File: src/rtl/sar_seq_ctrl_if.sv
// Handshake and converter bus for the SAR sequencer: control requests in,
// sample/DAC drive and result status out.
interface sar_seq_ctrl_if #(
  parameter int unsigned NBITS = 8
);
  logic             ena;
  logic             start;
  logic             cmp;
  logic             ack;
  logic             sample;
  logic [NBITS-1:0] dac;
  logic [NBITS-1:0] result;
  logic             valid;
  logic             busy;
  logic             ovr;

  modport master (
    output ena, start, cmp, ack,
    input  sample, dac, result, valid, busy, ovr
  );

  modport slave (
    input  ena, start, cmp, ack,
    output sample, dac, result, valid, busy, ovr
  );
endinterface

File: src/rtl/sar_seq_ctrl.sv
// Successive-approximation ADC sequencer: sample phase, MSB-first binary
// search driven by the comparator, then result hand-off with overrun tracking.
module sar_seq_ctrl #(
  parameter int unsigned NBITS         = 8,
  parameter int unsigned SAMPLE_CYCLES = 2
) (
  input logic           clk,
  input logic           rst_n,
  sar_seq_ctrl_if.slave bus
);

  localparam int unsigned     IW        = (NBITS > 1) ? $clog2(NBITS) : 1;
  localparam logic [3:0]      CNT_LOAD  = 4'(SAMPLE_CYCLES - 1);
  localparam logic [IW-1:0]   IDX_TOP   = IW'(NBITS - 1);
  localparam logic [IW-1:0]   IDX_ONE   = IW'(1);
  localparam logic [NBITS-1:0] TRIAL_MSB = NBITS'(1) << (NBITS - 1);

  typedef enum logic [1:0] {
    ST_IDLE,
    ST_SAMPLE,
    ST_CONVERT,
    ST_DONE
  } state_t;

  state_t           r_state;
  state_t           w_state_nxt;

  logic             r_sample;
  logic             w_sample_nxt;
  logic [NBITS-1:0] r_dac;
  logic [NBITS-1:0] w_dac_nxt;
  logic [NBITS-1:0] r_result;
  logic [NBITS-1:0] w_result_nxt;
  logic             r_valid;
  logic             w_valid_nxt;
  logic             r_ovr;
  logic             w_ovr_nxt;
  logic [3:0]       r_cnt;
  logic [3:0]       w_cnt_nxt;
  logic [IW-1:0]    r_idx;
  logic [IW-1:0]    w_idx_nxt;

  logic [NBITS-1:0] w_code;
  logic [NBITS-1:0] w_trial;

  // State register
  always_ff @(posedge clk or negedge rst_n) begin
    if (!rst_n) begin
      r_state <= ST_IDLE;
    end else begin
      r_state <= w_state_nxt;
    end
  end

  // Next-state logic; a low enable overrides every transition
  always_comb begin
    w_state_nxt = r_state;
    if (!bus.ena) begin
      w_state_nxt = ST_IDLE;
    end else begin
      unique case (r_state)
        ST_IDLE:    if (bus.start) w_state_nxt = ST_SAMPLE;
        ST_SAMPLE:  if (r_cnt == '0) w_state_nxt = ST_CONVERT;
        ST_CONVERT: if (r_idx == '0) w_state_nxt = ST_DONE;
        ST_DONE:    w_state_nxt = bus.start ? ST_SAMPLE : ST_IDLE;
        default:    w_state_nxt = ST_IDLE;
      endcase
    end
  end

  // Bit decision for the current trial, and the next trial with the
  // following lower bit raised.
  always_comb begin
    w_code = r_dac;
    if (!bus.cmp) begin
      w_code[r_idx] = 1'b0;
    end
    w_trial = w_code;
    if (r_idx != '0) begin
      w_trial[r_idx - IDX_ONE] = 1'b1;
    end
  end

  // Output logic: registered outputs are decided by the state being entered,
  // so sample/dac line up with the state they belong to.
  always_comb begin
    w_sample_nxt = (w_state_nxt == ST_SAMPLE);
    w_dac_nxt    = '0;
    w_cnt_nxt    = r_cnt;
    w_idx_nxt    = r_idx;
    w_result_nxt = r_result;
    w_valid_nxt  = r_valid;
    w_ovr_nxt    = r_ovr;

    if (bus.ack) begin
      w_valid_nxt = 1'b0;
    end

    unique case (w_state_nxt)
      ST_SAMPLE: begin
        w_cnt_nxt = (r_state == ST_SAMPLE) ? (r_cnt - 4'd1) : CNT_LOAD;
      end
      ST_CONVERT: begin
        if (r_state == ST_SAMPLE) begin
          w_dac_nxt = TRIAL_MSB;
          w_idx_nxt = IDX_TOP;
        end else begin
          w_dac_nxt = w_trial;
          w_idx_nxt = r_idx - IDX_ONE;
        end
      end
      ST_DONE: begin
        // Completion wins over a coincident ack; overrun only if unread data is lost
        w_result_nxt = w_code;
        w_valid_nxt  = 1'b1;
        if (r_valid && !bus.ack) begin
          w_ovr_nxt = 1'b1;
        end
      end
      default: begin
        w_dac_nxt = '0;
      end
    endcase

    if (!bus.ena) begin
      w_ovr_nxt = 1'b0;
      w_cnt_nxt = '0;
      w_idx_nxt = '0;
    end
  end

  always_ff @(posedge clk or negedge rst_n) begin
    if (!rst_n) begin
      r_sample <= 1'b0;
      r_dac    <= '0;
      r_result <= '0;
      r_valid  <= 1'b0;
      r_ovr    <= 1'b0;
      r_cnt    <= '0;
      r_idx    <= '0;
    end else begin
      r_sample <= w_sample_nxt;
      r_dac    <= w_dac_nxt;
      r_result <= w_result_nxt;
      r_valid  <= w_valid_nxt;
      r_ovr    <= w_ovr_nxt;
      r_cnt    <= w_cnt_nxt;
      r_idx    <= w_idx_nxt;
    end
  end

  assign bus.sample = r_sample;
  assign bus.dac    = r_dac;
  assign bus.result = r_result;
  assign bus.valid  = r_valid;
  assign bus.ovr    = r_ovr;
  assign bus.busy   = (r_state != ST_IDLE);

endmodule

File: src/flat_wrapper.sv
// flat-port wrapper written by rule: the top's interface ports become plain ports
module sar_seq_ctrl_flat 
#(
  parameter int unsigned NBITS         = 8,
  parameter int unsigned SAMPLE_CYCLES = 2
)
  (clk, rst_n, bus_ena, bus_start, bus_cmp, bus_ack, bus_sample, bus_dac, bus_result, bus_valid, bus_busy, bus_ovr);
  sar_seq_ctrl_if #(.NBITS(NBITS)) bus_i ();
  input logic clk;
  input logic rst_n;
  input wire logic [$bits(bus_i.ena)-1:0] bus_ena;
  input wire logic [$bits(bus_i.start)-1:0] bus_start;
  input wire logic [$bits(bus_i.cmp)-1:0] bus_cmp;
  input wire logic [$bits(bus_i.ack)-1:0] bus_ack;
  output wire logic [$bits(bus_i.sample)-1:0] bus_sample;
  output wire logic [$bits(bus_i.dac)-1:0] bus_dac;
  output wire logic [$bits(bus_i.result)-1:0] bus_result;
  output wire logic [$bits(bus_i.valid)-1:0] bus_valid;
  output wire logic [$bits(bus_i.busy)-1:0] bus_busy;
  output wire logic [$bits(bus_i.ovr)-1:0] bus_ovr;
  assign bus_i.ena = bus_ena;
  assign bus_i.start = bus_start;
  assign bus_i.cmp = bus_cmp;
  assign bus_i.ack = bus_ack;
  assign bus_sample = bus_i.sample;
  assign bus_dac = bus_i.dac;
  assign bus_result = bus_i.result;
  assign bus_valid = bus_i.valid;
  assign bus_busy = bus_i.busy;
  assign bus_ovr = bus_i.ovr;
  sar_seq_ctrl #(.NBITS(NBITS), .SAMPLE_CYCLES(SAMPLE_CYCLES)) u_core (.clk(clk), .rst_n(rst_n), .bus(bus_i));
endmodule
File: config.mk
export PLATFORM = sky130hd
export DESIGN_NAME = sar_seq_ctrl_flat
export DESIGN_NICKNAME = d
export VERILOG_FILES = /design/src/rtl/sar_seq_ctrl_if.sv /design/src/rtl/sar_seq_ctrl.sv /design/src/flat_wrapper.sv
export SDC_FILE = /design/constraint.sdc
export NUM_CORES = 1
export LEC_CHECK = 0
export BUFFER_PORTS_ARGS = -buffer_cell sky130_fd_sc_hd__buf_2
export CORE_MARGIN = 5
export CORE_UTILIZATION = 52
export DETAILED_ROUTE_END_ITERATION = 10
export PLACE_DENSITY = 0.77
export SLEW_MARGIN = 20
export SYNTH_ARGS = -nofsm -noshare
export SYNTH_HDL_FRONTEND = slang
export SYNTH_SLANG_ARGS = --single-unit
File: constraint.sdc
create_clock -name clk -period 2.2 [get_ports clk]
set_input_delay 0 -clock clk [delete_from_list [all_inputs] [get_ports clk]]
set_output_delay 0 -clock clk [all_outputs]
set_load 0.005 [all_outputs]
# After elaboration in Yosys (flattened, before gate mapping)

Cells that the tools add are included.

Reductions and logical operators: 11
Bitwise operators: 3
$add $sub $neg: 2
Order comparisons: 4
Muxes and demuxes: 25
Equality and inequality tests: 10

Operator list:

| operator              | count |
|---|---|
| $mux W8               | 4 |
| $mux W4               | 3 |
| $mux W3               | 3 |
| $and A8 B8 Y8         | 1 |
| $eq A2 B2 Y1 const B  | 4 |
| $lt A3 B4 Y1 const B  | 2 |
| $mux W1               | 8 |
| $mux W2               | 4 |
| $ne A2 B1 Y1 const B  | 4 |
| $not A8 Y8            | 1 |
| $or A8 B8 Y8          | 1 |
| $pmux W2 S4           | 1 |
| $demux W1 S3          | 2 |
| $ge A3 B1 Y1 const B  | 2 |
| $eq A2 B1 Y1 const B  | 2 |
| $logic_not A4 Y1      | 1 |
| $reduce_bool A2 Y1    | 2 |
| $sub A4 B1 Y4 const B | 1 |
| $logic_and A1 B1 Y1   | 3 |
| $logic_not A3 Y1      | 1 |
| $reduce_bool A3 Y1    | 1 |
| $sub A3 B1 Y3 const B | 1 |
| $logic_not A2 Y1      | 1 |
| $reduce_and A2 Y1     | 1 |
| $logic_not A1 Y1      | 1 |

Flip-flop bits (word level): 28
Output and inout port bits: 20
Input bits: 6

# Longest topological paths before layout

Depth in word-level cells: 11
Depth in mapped cells: 7
Mapped depth without buffers: 5

# Least setup slack after synthesis

No wires, ideal clock.

Kind: flip-flop to flip-flop
Start point: register u_core.r_idx[0]
End point: register u_core.r_dac[7], in the netlist u_core.bus.dac[7]
Slack: 0.490 ns
Stages on the path, launching flop included: 7
Required time: 2.101 ns
Setup time: 0.099 ns
Arrival time: 1.611 ns
Cells stage by stage: dfrtp_1 -> clkbuf_1 -> inv_1 -> ha_1 -> nor3b_1 -> o21ai_0 -> a311oi_1

Cells in the longest elaborated chain, start to end: 11
Elaborated cells on any way between the ends: 24
Those cells by class: add/sub: 1; order compare: 4; eq/ne: 1; mux: 11; bitwise: 3; reduce/logical: 4

Ends and longest elaborated chain:

| element                                               | line                | RTL |
|---|---|---|
| start: declaration                                    | sar_seq_ctrl.sv:40  | `logic [IW-1:0] r_idx;` |
| start signal: assignment                              | sar_seq_ctrl.sv:148 | `r_idx <= w_idx_nxt;` |
| branches (longest 10 deep; another with $lt A3 B4 Y1) | -                   |  |
| $mux W8 *                                             | sar_seq_ctrl.sv:99  | `unique case (w_state_nxt)` |
| via u_core.w_dac_nxt[7]                               | sar_seq_ctrl.sv:31  | `logic [NBITS-1:0] w_dac_nxt;` |
| end signal: assignment                                | sar_seq_ctrl.sv:143 | `r_dac <= w_dac_nxt;` |
| end: declaration                                      | sar_seq_ctrl.sv:30  | `logic [NBITS-1:0] r_dac;` |

Mark *: on every way through the listed nets, which the timed path passes.
A chain may end at the register's enable or synchronous reset.

# Worst setup path in the final report

Start point: register u_core.r_idx[1]
End point: register u_core.r_result[1], in the netlist u_core.bus.result[1]

Cells in the longest elaborated chain, start to end: 7
Elaborated cells on any way between the ends: 13
Those cells by class: order compare: 2; eq/ne: 1; mux: 6; bitwise: 2; reduce/logical: 2

Ends and longest elaborated chain:

| element                                                            | line                | RTL |
|---|---|---|
| $lt A3 B4 Y1 (not written as such) or $ge A3 B1 Y1 (tied branches) | sar_seq_ctrl.sv:76  | `w_code[r_idx] = 1'b0;` |
| $logic_and A1 B1 Y1 (not written as such)                          | sar_seq_ctrl.sv:76  |  |
| $mux W1 (not written as such)                                      | sar_seq_ctrl.sv:76  |  |
| $demux W1 S3                                                       | -                   |  |
| $not A8 Y8 (no source line)                                        | -                   |  |
| $and A8 B8 Y8 (no source line)                                     | -                   |  |
| $mux W8                                                            | sar_seq_ctrl.sv:75  | `if (!bus.cmp) begin` |
| end signal: assignment                                             | sar_seq_ctrl.sv:144 | `r_result <= w_result_nxt;` |
| end: declaration                                                   | sar_seq_ctrl.sv:32  | `logic [NBITS-1:0] r_result;` |

Parallel ways exist; a longest one is shown, timed or not.

==> impl_metrics.toml <==
[die]
row_count = 19
io_pins = 26
core_um2 = 2730
dieHeight_um = 63.2
start_util_pct = 53.9
dieArea_um2 = 4000
dieWidth_um = 63.2

[grt]
antenna_found_initial = 0
grt.total_usage_pct = 16.9
grt-ovfl-total = 0
grt_pass1_vias = 1201
grt_max_degree = 29
grt_first_pass_wirelength_um = 5540

[sta]
setup_ws_ns = 0.352
setup_tns_ns = 0
hold_ws_ns = 0.0906
setup-violations-final = 0
relSlewSlack_pct = 60.2
rsz0062_at_grt = "false"
fin_crit_sh_pct = 84.0
fin_worst_skew_ns = 0.00233
fin_crit_ns = 1.85
hold_viol_final = 0
maxSlewViolCount = 0
worstMarginPinSlew_ns = 0.597
fmax_mhz = 541

[synth]
synth_edf_count = 0
synth_seq_cells = 28
synth_top_family_by_area = "compound AO/OA/AOI/OAI gates"
netlist_area_um2 = 1470
synthArstFlopShare_pct = 100
synth_compound_area_share_pct = 18.5
ys_seq_area_share_pct = 47.6
netlist_instances = 146
synth_cell_type_count = 41
synth_ff_type = "dfrtp_1"
synth_fa_ha_area_share_pct = 3.40
yosys_warnings = 0
mappedNetlistNets = 156
synth-xor-area-share_pct = 0
synth-simple-area-share_pct = 17.7
syn_area_per_cell_um2 = 10.1
synthMuxAreaShare_pct = 6.80

[placed_design]
io_buffers = 25
placement.cell_area_um2 = 1620
dp.cells = 199
dp_slack_ns = 0.393
hpwl_um = 2310
place_congestion = 0.884

[worst_hold_path]
hold_end = "u_core.r_cnt[1]"
min_from = "bus_start"
min_path_cells = 4
hold_path.class = "input pin to flop"

[layout]
nets = 186
fin_util_pct = 61.6
antennaDiodeCount = 0
multi_input_area_um2 = 683
drive_gt1_share_pct = 22.3
final_cell_mix = "dfrtp_1 (28), buf_2 (25), inv_1 (14)"
final_cell_count_no_fill = 206
regArea_um2 = 701
area_growth_pct = 14.4
layout_commonest_cell = "dfrtp_1"
finish.instance_area_um2 = 1690
fill_cells = 224

[route]
ant_nets = 0
drt_first_iter_violations = 43
drt-total-wl_um = 3060
routed-via-count = 1196
drt_pass1_iterations = 4
vias_per_cell = 5.81
drc = 0
wl_per_cell_um = 14.9

[clock_tree]
cts_max_level = 1
postCtsSetupRepairBufs = 0
clock_latency_ns = 0.34
cts.reportedPaths.clkPinSlew_ns = 0.14
cts_sinks = 28
clockBufferDepth = 2
clockRootBuffer = "clkbuf_4"
cts_buffers = 3
cts_tree = "built"
postCtsResizedCells = 0

[power_and_ir_drop]
ir_worst_vdd_mv = 0.555
p_sw_uw = 552
pwr-share-clk_pct = 16.7
power_switching_share_pct = 36.3
share_seq_of_total_power_pct = 46.2
combPwrFrac_pct = 37.2
leakage_nw = 0.794
intPower_uw = 970
powerDensity_nw_per_um2 = 903
power_mw = 1.52

[worst_setup_path]
r2r.worst_path.cells = 6
worst_ep_required_time_ns = 2.47
reg2reg_from = "u_core.r_idx[1]"
path_class = "flop to flop"
crit_path_end_kind = "flop"
crit_fanout = 7
worstPathArrival_ns = 2.12
start_kind = "flop"
r2r-end = "u_core.bus.result[1]"
rrSetupSlack_ns = 0.35

[outcome]
status = "finished clean"

[run]
max_cap_viol_count = 0
[sequential cells by signal (all words and copies together), names as in the netlist]
name               cells
u_core.bus.valid       1
u_core.r_cnt           4
u_core.r_idx           3
u_core.r_state         2
u_core.bus.result      8
u_core.bus.sample      1
u_core.bus.dac         8
u_core.bus.ovr         1
[cell usage after synthesis (2+ instances only)]
cell	n	area [µm²]
nand2_1	6	22.5
and2_1	3	18.8
mux2i_1	10	100
o21ai_0	13	65.1
or2_2	2	12.5
nor2_1	3	11.3
or3b_2	2	17.5
nand3_1	3	15.0
o31ai_1	3	22.5
nor2b_1	5	31.3
nand2b_1	7	43.8
nand4_1	2	12.5
o211ai_1	2	15.0
dfrtp_1	28	701
a221oi_1	2	17.5
nor3b_1	2	15.0
or3_1	3	18.8
ha_1	4	50.1
inv_1	14	52.6
buf_2	2	10.0
a21oi_1	10	50.1
[metal layers]
metal	vias up	share of wire (%)	track usage, %
met5	-	0	0
met4	0	1.8	7.53
met3	5	4.4	2.84
met2	33	48	27.7
met1	580	46	21.9
li1	578	-	-
[power by group through the flow]
stage | sequential (mW) | combinational [mW] | clock [mW]
after floorplan | 0.696 | 0.393 | 0
after global placement | 0.707 | 0.547 | 0
after detailed placement | 0.714 | 0.557 | 0
after CTS | 0.703 | 0.568 | 0.258
after global routing | 0.724 | 0.646 | 0.272
final | 0.703 | 0.566 | 0.254
[layout make-up]
class                   instances  share of cell area [%]
flip-flops and latches         28                    41.6
multi-input cells              98                    40.5
repair buffers                 30                    10.1
inverters                      15                    3.34
well taps                      31                    2.30
clock buffers                   4                    2.15
[repair_timing]
item                                    4_1_cts  5_1_grt
endpoints found under the hold margin        32        0
endpoints found under the setup margin        0        0
hold buffers                                  3        0
[worst max path at each step]
stage          slack [ns]              endpoint       startpoint
2_1_floorplan        0.49     u_core.bus.dac[7]  u_core.r_idx[0]
3_3_place_gp         0.50  u_core.bus.result[1]  u_core.r_idx[1]
3_5_place_dp         0.39  u_core.bus.result[1]  u_core.r_idx[1]
4_1_cts              0.35  u_core.bus.result[1]  u_core.r_idx[1]
5_1_grt              0.20  u_core.bus.result[5]  u_core.r_idx[1]
6_report             0.35  u_core.bus.result[1]  u_core.r_idx[1]
[critical path, stage by stage (launching register included)]
cell	delay [ns]
dfrtp_1	0.47
inv_1	0.12
ha_1	0.21
nand2b_1	0.14
nor3_2	0.38
buf_4	0.25
mux2i_1	0.20
[kinds of logic (layout without fill, tap and decap cells)]
| group | after synthesis | in the layout |
|---|---|---|
| and+or+nand+nor | 43 | 43 |
| muxes | 10 | 10 |
| DFF | 28 | 28 |
| AOI/OAI and AO/OA | 41 | 41 |
| buffers and inverters | 20 | 49 |
| adders and majority gates | 4 | 4 |
(Power assumes the default switching activity.)
